### src/rtl/cam_dvp_tx_if.sv
// Pixel-stream and DVP byte bus grouped for cam_dvp_tx.
// master = the transmitter, slave = the upstream source / DVP sink side.
interface cam_dvp_tx_if;
  logic [15:0] pix_data;
  logic        pix_valid;
  logic        pix_ready;
  logic        dvp_vsync;
  logic        dvp_href;
  logic [7:0]  dvp_data;

  modport master (
    input  pix_data, pix_valid,
    output pix_ready, dvp_vsync, dvp_href, dvp_data
  );

  modport slave (
    output pix_data, pix_valid,
    input  pix_ready, dvp_vsync, dvp_href, dvp_data
  );
endinterface

### src/rtl/cam_dvp_tx.sv
// DVP transmitter: RGB565 pixels (stream or colour bars) to an 8-bit vsync/href byte stream.
// state | meaning
// IDLE  | counters parked at 0, all DVP outputs low, waiting for tx_en
// RUN   | counters free-run; leaves only on the last cycle of a frame
module cam_dvp_tx #(
  parameter int H_ACTIVE  = 640,
  parameter int H_BLANK   = 160,
  parameter int V_ACTIVE  = 480,
  parameter int VSYNC_LEN = 4,
  parameter int V_BACK    = 16,
  parameter int V_FRONT   = 4
) (
  input  logic                cam_pclk,
  input  logic                cam_data_asy_rst,
  input  logic                tx_en,
  input  logic                pat_sel,
  cam_dvp_tx_if.master        dvp,
  output logic                frame_start,
  output logic [15:0]         frame_cnt,
  output logic                underflow
);

  localparam int LINE  = 2*H_ACTIVE + H_BLANK;
  localparam int FRAME = VSYNC_LEN + V_BACK + V_ACTIVE + V_FRONT;
  localparam int H_W   = $clog2(LINE + 1);
  localparam int V_W   = $clog2(FRAME + 1);
  localparam int BAR_W = H_ACTIVE / 8;
  localparam int B_W   = (BAR_W > 1) ? $clog2(BAR_W) : 1;

  localparam logic [H_W-1:0] H_LAST    = H_W'(LINE - 1);
  localparam logic [H_W-1:0] H_ACT_END = H_W'(2*H_ACTIVE);
  localparam logic [V_W-1:0] V_LAST    = V_W'(FRAME - 1);
  localparam logic [V_W-1:0] VS_END    = V_W'(VSYNC_LEN);
  localparam logic [V_W-1:0] ACT_BEG   = V_W'(VSYNC_LEN + V_BACK);
  localparam logic [V_W-1:0] ACT_END   = V_W'(VSYNC_LEN + V_BACK + V_ACTIVE);
  localparam logic [B_W-1:0] BAR_LAST  = B_W'(BAR_W - 1);

  typedef enum logic {IDLE = 1'b0, RUN = 1'b1} state_e;

  logic [1:0]     rst_sync_q;
  logic           rst_s;
  state_e         state_q;
  logic [H_W-1:0] h_cnt_q;
  logic [V_W-1:0] v_cnt_q;
  logic           pat_frame_q;
  logic           vsync_q;
  logic           href_q;
  logic [7:0]     data_q;
  logic [7:0]     pix_reg_q;
  logic           fstart_q;
  logic [15:0]    frame_cnt_q;
  logic           underflow_q;
  logic [2:0]     bar_q;
  logic [B_W-1:0] px_left_q;

  logic           run;
  logic           h_last;
  logic           v_last;
  logic           vs_region;
  logic           act_line;
  logic           act_byte;
  logic           fetch;
  logic           pat_frame_d;
  logic [15:0]    bar_color_d;
  logic [15:0]    sel_pix_d;

  // Assert asynchronously, release two clocks after the raw reset drops.
  always_ff @(posedge cam_pclk or posedge cam_data_asy_rst) begin
    if (cam_data_asy_rst) rst_sync_q <= 2'b11;
    else                  rst_sync_q <= {rst_sync_q[0], 1'b0};
  end
  assign rst_s = rst_sync_q[1];

  assign run       = (state_q == RUN);
  assign h_last    = (h_cnt_q == H_LAST);
  assign v_last    = (v_cnt_q == V_LAST);
  assign vs_region = (v_cnt_q < VS_END);
  assign act_line  = (v_cnt_q >= ACT_BEG) && (v_cnt_q < ACT_END);
  assign act_byte  = act_line && (h_cnt_q < H_ACT_END);
  assign fetch     = run && act_byte && !h_cnt_q[0];

  assign pat_frame_d = (run && h_cnt_q == '0 && v_cnt_q == '0) ? pat_sel : pat_frame_q;

  always_comb begin
    bar_color_d = 16'h0000;
    case (bar_q)
      3'd0: bar_color_d = 16'hFFFF;
      3'd1: bar_color_d = 16'hFFE0;
      3'd2: bar_color_d = 16'h07FF;
      3'd3: bar_color_d = 16'h07E0;
      3'd4: bar_color_d = 16'hF81F;
      3'd5: bar_color_d = 16'hF800;
      3'd6: bar_color_d = 16'h001F;
      default: bar_color_d = 16'h0000;
    endcase
  end

  assign sel_pix_d = pat_frame_q ? bar_color_d
                   : (dvp.pix_valid ? dvp.pix_data : 16'h0000);

  always_ff @(posedge cam_pclk or posedge rst_s) begin
    if (rst_s) begin
      state_q     <= IDLE;
      h_cnt_q     <= '0;
      v_cnt_q     <= '0;
      pat_frame_q <= 1'b0;
      vsync_q     <= 1'b0;
      href_q      <= 1'b0;
      data_q      <= 8'h00;
      pix_reg_q   <= 8'h00;
      fstart_q    <= 1'b0;
      frame_cnt_q <= 16'h0000;
      underflow_q <= 1'b0;
      bar_q       <= 3'd0;
      px_left_q   <= '0;
    end else begin
      pat_frame_q <= pat_frame_d;

      case (state_q)
        IDLE: begin
          h_cnt_q <= '0;
          v_cnt_q <= '0;
          if (tx_en) state_q <= RUN;
        end
        RUN: begin
          if (h_last) begin
            h_cnt_q <= '0;
            if (v_last) begin
              v_cnt_q <= '0;
              if (!tx_en) state_q <= IDLE;
            end else begin
              v_cnt_q <= v_cnt_q + V_W'(1);
            end
          end else begin
            h_cnt_q <= h_cnt_q + H_W'(1);
          end
        end
        default: state_q <= IDLE;
      endcase

      vsync_q  <= run && vs_region;
      href_q   <= run && act_byte;
      fstart_q <= run && vs_region && !vsync_q;
      if (run && vs_region && !vsync_q) frame_cnt_q <= frame_cnt_q + 16'd1;

      // High byte goes out the cycle after fetch; low byte waits one more in pix_reg.
      if (fetch) begin
        data_q    <= sel_pix_d[15:8];
        pix_reg_q <= sel_pix_d[7:0];
        if (!pat_frame_q && !dvp.pix_valid) underflow_q <= 1'b1;
      end else if (run && act_byte) begin
        data_q <= pix_reg_q;
      end else begin
        data_q <= 8'h00;
      end

      // Bar tracker replaces a divide by H_ACTIVE/8 on the pixel index.
      if (fetch) begin
        if (px_left_q == '0) begin
          bar_q     <= bar_q + 3'd1;
          px_left_q <= BAR_LAST;
        end else begin
          px_left_q <= px_left_q - B_W'(1);
        end
      end else if (!(run && act_byte)) begin
        bar_q     <= 3'd0;
        px_left_q <= BAR_LAST;
      end
    end
  end

  assign dvp.pix_ready = fetch && !pat_frame_q;
  assign dvp.dvp_vsync = vsync_q;
  assign dvp.dvp_href  = href_q;
  assign dvp.dvp_data  = data_q;
  assign frame_start   = fstart_q;
  assign frame_cnt     = frame_cnt_q;
  assign underflow     = underflow_q;

endmodule

### src/flat_wrapper.sv
// flat-port wrapper written by rule: the top's interface ports become plain ports
module cam_dvp_tx_flat 
#(
  parameter int H_ACTIVE  = 640,
  parameter int H_BLANK   = 160,
  parameter int V_ACTIVE  = 480,
  parameter int VSYNC_LEN = 4,
  parameter int V_BACK    = 16,
  parameter int V_FRONT   = 4
)
  (cam_pclk, cam_data_asy_rst, tx_en, pat_sel, frame_start, frame_cnt, underflow, dvp_pix_data, dvp_pix_valid, dvp_pix_ready, dvp_dvp_vsync, dvp_dvp_href, dvp_dvp_data);
  cam_dvp_tx_if dvp_i ();
  input  logic cam_pclk;
  input  logic cam_data_asy_rst;
  input  logic tx_en;
  input  logic pat_sel;
  output logic frame_start;
  output logic [15:0] frame_cnt;
  output logic underflow;
  input wire logic [$bits(dvp_i.pix_data)-1:0] dvp_pix_data;
  input wire logic [$bits(dvp_i.pix_valid)-1:0] dvp_pix_valid;
  output wire logic [$bits(dvp_i.pix_ready)-1:0] dvp_pix_ready;
  output wire logic [$bits(dvp_i.dvp_vsync)-1:0] dvp_dvp_vsync;
  output wire logic [$bits(dvp_i.dvp_href)-1:0] dvp_dvp_href;
  output wire logic [$bits(dvp_i.dvp_data)-1:0] dvp_dvp_data;
  assign dvp_i.pix_data = dvp_pix_data;
  assign dvp_i.pix_valid = dvp_pix_valid;
  assign dvp_pix_ready = dvp_i.pix_ready;
  assign dvp_dvp_vsync = dvp_i.dvp_vsync;
  assign dvp_dvp_href = dvp_i.dvp_href;
  assign dvp_dvp_data = dvp_i.dvp_data;
  cam_dvp_tx #(.H_ACTIVE(H_ACTIVE), .H_BLANK(H_BLANK), .V_ACTIVE(V_ACTIVE), .VSYNC_LEN(VSYNC_LEN), .V_BACK(V_BACK), .V_FRONT(V_FRONT)) u_core (.cam_pclk(cam_pclk), .cam_data_asy_rst(cam_data_asy_rst), .tx_en(tx_en), .pat_sel(pat_sel), .dvp(dvp_i), .frame_start(frame_start), .frame_cnt(frame_cnt), .underflow(underflow));
endmodule
### config.mk
export PLATFORM = sky130hd
export DESIGN_NAME = cam_dvp_tx_flat
export DESIGN_NICKNAME = d
export VERILOG_FILES = /design/src/rtl/cam_dvp_tx_if.sv /design/src/rtl/cam_dvp_tx.sv /design/src/flat_wrapper.sv
export SDC_FILE = /design/constraint.sdc
export NUM_CORES = 1
export LEC_CHECK = 0
export BUFFER_PORTS_ARGS = -buffer_cell sky130_fd_sc_hd__buf_2
export CAP_MARGIN = 20
export CELL_PAD_IN_SITES_DETAIL_PLACEMENT = 1
export CELL_PAD_IN_SITES_GLOBAL_PLACEMENT = 1
export CORE_ASPECT_RATIO = 0.7
export CORE_MARGIN = 10
export CORE_UTILIZATION = 48
export DETAILED_ROUTE_END_ITERATION = 8
export GPL_TIMING_DRIVEN = 0
export PLACE_DENSITY = 0.89
export SLEW_MARGIN = 20
export SYNTH_ARGS = -nofsm -noshare
export SYNTH_HDL_FRONTEND = slang
export SYNTH_SLANG_ARGS = --single-unit
### constraint.sdc
create_clock -name cam_pclk -period 5.22 [get_ports cam_pclk]
set_clock_uncertainty 0.15 [all_clocks]
set_input_delay 1.044 -clock cam_pclk [delete_from_list [all_inputs] [get_ports cam_pclk]]
set_output_delay 1.044 -clock cam_pclk [all_outputs]
set_load 0.02 [all_outputs]
# Yosys cells after proc, flatten, opt, wreduce, memory -nomap -nowiden
# Index checks and enable logic that the tools add are counted.
[totals] regBits=70 input_bits=21 out_inout_bits=29 wordCells=75
[classes] n_addsub=5 order_cmp=4 n_eq_ne=11 muxes=20 bitwise_logic=1 reduce_logical=20
[op_table] cell="$pmux W16 S7" count=1
[op_table] cell="$mux W16" count=2
[op_table] cell="$pmux W11 S2" count=1
[op_table] cell="$mux W7" count=3
[op_table] cell="$mux W9" count=2
[op_table] cell="$pmux W9 S2" count=1
[op_table] cell="$add A16 B1 Y16 const B" count=1
[op_table] cell="$mux W8" count=2
[op_table] cell="$add A11 B1 Y11 const B" count=1
[op_table] cell="$eq A11 B11 Y1 const B" count=1
[op_table] cell="$logic_not A11 Y1" count=1
[op_table] cell="$lt A11 B11 Y1 const B" count=1
[op_table] cell="$mux W11" count=1
[op_table] cell="$logic_and A1 B1 Y1" count=10
[op_table] cell="$add A9 B1 Y9 const B" count=1
[op_table] cell="$eq A3 B3 Y1 const B" count=3
[op_table] cell="$eq A9 B9 Y1 const B" count=1
[op_table] cell="$ge A9 B5 Y1 const B" count=1
[op_table] cell="$logic_not A9 Y1" count=1
[op_table] cell="$lt A9 B3 Y1 const B" count=1
[op_table] cell="$lt A9 B9 Y1 const B" count=1
[op_table] cell="$mux W3" count=3
[op_table] cell="$logic_not A7 Y1" count=1
[op_table] cell="$sub A7 B1 Y7 const B" count=1
[op_table] cell="other kinds (11)" count=19

# Logic depth before layout (Yosys ltp)
[logic_depth] word_depth=7 depth_mapped=8 ltp_nobuf=6

# Least setup slack after synthesis
# No wires, ideal clock.
[synth_path] path_kind="reg-to-output" from="register u_core.v_cnt_q[8]" to="output port dvp_pix_ready" t_arrival_ns=1.851 t_required_ns=4.026 path_slack_ns=2.175 path_stages_with_launch=7 n_path_buf=2 cell_sequence="dfrtp_1 > or4_1 > o211ai_1 > or2_2 > clkbuf_1 > buf_2 > nor3_1"
[synth_via] elab_chain_len=6 word_cells_on_any_way=7
[synth_lines] item="start: declaration" line="cam_dvp_tx.sv:44" text="logic [V_W-1:0] v_cnt_q;"
[synth_lines] item="start signal: assignment" line="cam_dvp_tx.sv:132" text="v_cnt_q <= v_cnt_q + V_W'(1);"
[synth_lines] item="$ge A9 B5 Y1 or $lt A9 B9 Y1 (tied branches)" line="cam_dvp_tx.sv:78" text="assign act_line = (v_cnt_q >= ACT_BEG) && (v_cnt_q < ACT_END);"
[synth_lines] item="$logic_and A1 B1 Y1 (*)" line="cam_dvp_tx.sv:78"
[synth_lines] item="$logic_and A1 B1 Y1 (*)" line="cam_dvp_tx.sv:79" text="assign act_byte = act_line && (h_cnt_q < H_ACT_END);"
[synth_lines] item="$logic_and A1 B1 Y1 (*) (2 in a row)" line="cam_dvp_tx.sv:80" text="assign fetch = run && act_byte && !h_cnt_q[0];"
[synth_lines] item="$logic_and A1 B1 Y1 (*)" line="cam_dvp_tx.sv:172" text="assign dvp.pix_ready = fetch && !pat_frame_q;"
[synth_lines] item="end: declaration" line="flat_wrapper.sv:22" text="output wire logic [$bits(dvp_i.pix_ready)-1:0] dvp_pix_ready;"
# Mark *: on every way between the ends. The rest lies on a longest branch, timed or not.

# Worst setup path in the final report
# Ends and elaborated chain as after synthesis.

==> results.md <==
- Initial drt markers: 250
- GP Congestion: around 0.81
- Clock tree from TritonCTS: yes
- Library cell contributing the largest single delay on the critical path: sky130_fd_sc_hd__or4_1
- Minimum clock period: a little under 4 ns
- Met3 demand-to-capacity share in global routing: 6.00%
- Static Leak: 1.81 nW
- Maximum number of pins on one net before global-route repair: 51
- Cell occurring most often along the worst timing path: sky130_fd_sc_hd__buf_2
- DRC violations left: 0
- Warning count from the yosys run: 0
- Die area: between 10000 and 15000 um^2
- Synthesized instance count: 340
- Final layout net count: between 400 and 500
- Syn_area_per_cell: around 10 um^2
- ANT nets after route: 0
- Fraction of met2 tracks used by global routing: 29.7%
- Detailed-route vias per instance: about 5.7
- Distinct cells, synth: 46
- Buffers from clock root to sink, at most: 2
- Effective utilization at floorplan: 50.4%
- Normalized max-slew margin: just over 40%
- Most Used Layer, Global Route: met2
- Height of the chip: ~91 um
- Total half-perimeter wirelength after legalization and detailed placement: just under 7000 um
- Overall Global Routing Usage: around 18%
- Endpoint type of the worst setup path: output port
- Final setup violating endpoints: 0
- Proportion of layout cells with a drive suffix above 1: 21.9%
- Top_reg_cell synth: sky130_fd_sc_hd__dfrtp_1
- Max-cap violations: 0
- Cells resized by post-CTS repair: 0
- First-pass GRT wire length: roughly 16000 um
- Count of final hold-check violations: 0
- Overall via count from detail_route: 2829
- Power density of the placed cells: between 400 and 500 nW/um^2
- Number of pins exceeding their max-slew limit in the final report: 0
- Routed len/inst: about 19 um
- CTS HTree Levels: 3
- Flip-flop and latch count after synthesis: 70
- Area grow syn2layout: 17.6%
- Sum of internal, switching and leakage power: between 1.5 and 2 mW
- Depth of the most critical reg-to-reg path: 8
- Ports: 50
- Clk pin slew, worst setup/hold paths: about 0.080 ns
- WP data arrival: around 2.8 ns
- # rows: 25
- Final cell area excluding filler cells: slightly above 4000 um^2
- Number of search-and-repair iterations in the first detailed-routing pass: 5
- Result of the run: complete, no violations
- Worst Setup Path Type: flop to output port
- Final cell utilization of the core: a little under 60%
- Data required time at the worst endpoint: a little over 4 ns
- Final WL: 9500 um
- Count of buffers inserted at the top-level ports: 49
- Peak clock frequency supported by timing: roughly 0.25 GHz
- Sum of negative setup slack: 0 ns
- Cell at the root of the clock tree: sky130_fd_sc_hd__clkbuf_8
- Proportion of synthesized flip-flops having asynchronous set or reset: between 90% and 100%
- Post-CTS Hold Fix Bufs: 0
- Number of inserted diodes: 0
- Core ar.: about 7000 um^2
- Clock Latency Late Sink: 0.36 ns
- Met1 Use GR: between 20% and 30%
- EDFF count, synth: 0
- Type of element launching the critical path: flop
- Post-CTS setup buffers: 0
- Part of the Yosys area used for sequential elements: 50.3%
- Remaining global-route overflow: 0
- Post-Synthesis Cell Area: around 3500 um^2
- Total placed instance area: ~3900 um^2
- Slew of the pin with the lowest slew margin: 0.883 ns
- Horiz. Die Dim: 122 um
- Critical Path Max Stage Delay: between 0.6 and 0.7 ns
- Worst vdd ir: 0.000238 V
- Cell chain of the critical path: or4_1, o211ai_1, or2_2, clkbuf_1, buf_2, nor3_1, buf_2
- Total of fill cells in the finished design: 797
- Share of the clock period used by the worst path after layout: 76.1%
- Clock tree sinks: 70
- Critical path fanouts, max: 10
- Via count of the first global-routing pass: 3085
- Number of CTS-inserted buffers: 9
- Hold Crit Class: flop to asynchronous set/reset pin
- Syn_nets: around 370
- Setup repair after global routing missed its margin: false
- Antenna violations before repair: 0
-- path summary, 6_finish.rpt --
path                       slack [ns]            startpoint              endpoint
setup / recovery                 1.25     u_core.v_cnt_q[8]         dvp_pix_ready
hold / removal                   0.06  u_core.rst_sync_q[1]   u_core.px_left_q[6]
setup reg to reg                 2.61     u_core.h_cnt_q[0]    u_core.pat_frame_q
hold reg to reg                  0.06  u_core.rst_sync_q[1]   u_core.px_left_q[6]
max in group asynchronous        4.32  u_core.rst_sync_q[1]     u_core.h_cnt_q[6]
min in group cam_pclk            0.22  u_core.rst_sync_q[0]  u_core.rst_sync_q[1]
-- placed cells by master (no fill, tap or decap), types with 9 or more instances in the layout --
cell type	instances
sky130_fd_sc_hd__a21oi_1	16
sky130_fd_sc_hd__buf_2	51
sky130_fd_sc_hd__clkbuf_8	9
sky130_fd_sc_hd__dfrtp_1	68
sky130_fd_sc_hd__ha_1	11
sky130_fd_sc_hd__inv_1	23
sky130_fd_sc_hd__nand2_1	20
sky130_fd_sc_hd__nand3_1	11
sky130_fd_sc_hd__nand4_1	9
sky130_fd_sc_hd__nor2_1	28
sky130_fd_sc_hd__nor3_1	15
sky130_fd_sc_hd__o21ai_0	15
sky130_fd_sc_hd__or3_1	14
sky130_fd_sc_hd__xnor2_1	13
sky130_fd_sc_hd__xor2_1	14
-- per-stage QoR --
stage          worst slack (ns)  std cells  hold WS [ns]
2_1_floorplan              2.17        340         0.195
3_3_place_gp               1.73        483         0.199
3_5_place_dp               1.69        484        0.0547
4_1_cts                    1.24        500        0.0663
5_1_grt                    1.07        500        0.0846
6_report                   1.25        500        0.0579
-- cell usage after synthesis, types with 11 or more instances --
cell type                 number  area, um^2
sky130_fd_sc_hd__dfrtp_1      68        1700
sky130_fd_sc_hd__nor2_1       28         105
sky130_fd_sc_hd__o21ai_0      15        75.1
sky130_fd_sc_hd__nand2_1      20        75.1
sky130_fd_sc_hd__a21oi_1      16        80.1
sky130_fd_sc_hd__or3_1        14        87.6
sky130_fd_sc_hd__xor2_1       14         123
sky130_fd_sc_hd__xnor2_1      13         114
sky130_fd_sc_hd__nand3_1      11        55.1
sky130_fd_sc_hd__inv_1        24        90.1
sky130_fd_sc_hd__nor3_1       15        75.1
sky130_fd_sc_hd__ha_1         11         138
-- critical path: cells and delay by family, from the launching register on --
| kind | cells | cell delay (ns) |
|---|---|---|
| AOI/OAI and AO/OA | 1 | 0.38 |
| and+or+nand+nor | 3 | 0.92 |
| buffers and inverters | 3 | 0.69 |
| DFF | 1 | 0.43 |
-- cell families (layout without fill, tap and decap cells) --
logic type | after synthesis | after routing | share of synthesized area [%]
buffers and inverters | 35 | 101 | 4.27
other | 1 | 1 | 0.108
AND/OR/NAND/NOR | 133 | 133 | 21.8
AO/OA/AOI/OAI | 50 | 50 | 8.80
XOR/XNOR | 27 | 27 | 6.79
flip-flops | 70 | 70 | 50.3
multiplexers | 13 | 13 | 3.91
adder cells (fa/ha/maj) | 11 | 11 | 3.95
-- power breakdown --
group / internal, mW / total [mW] / switching [mW]
clock: 0.270 / 0.494 / 0.223
sequential: 0.652 / 0.757 / 0.106
combinational: 0.169 / 0.442 / 0.274
total: 1.09 / 1.69 / 0.603
-- registers in the layout (all words and copies together) (netlist names) --
signal / count
u_core.dvp.dvp_href: 1
u_core.dvp.dvp_data: 8
u_core.underflow: 1
u_core.v_cnt_q: 9
u_core.run: 1
u_core.frame_start: 1
u_core.dvp.dvp_vsync: 1
u_core.bar_q: 3
u_core.pat_frame_q: 1
u_core.frame_cnt: 16
u_core.h_cnt_q: 11
u_core.px_left_q: 7
u_core.pix_reg_q: 8
u_core.rst_sync_q: 2
-- cell type report --
cell class                 count  area (um^2)  area share [%]
buffer                        11         58.8            1.43
multi-input combinational    235         1580            38.6
sequential                    70         1750            42.8
inverter                      24         92.6            2.26
tap                           94          118            2.87
clock buffer                   9          124            3.02
clock inverter                 7         97.6            2.38
timing repair buffer          50          273            6.65
-- per-layer routing --
metal,part of all wire [%],routed length [um]
met4,1.8,167
met1,43,4060
met2,51,4800
met3,4.9,469
met5,0,0
Note: power is estimated with default switching activity, not from simulation.
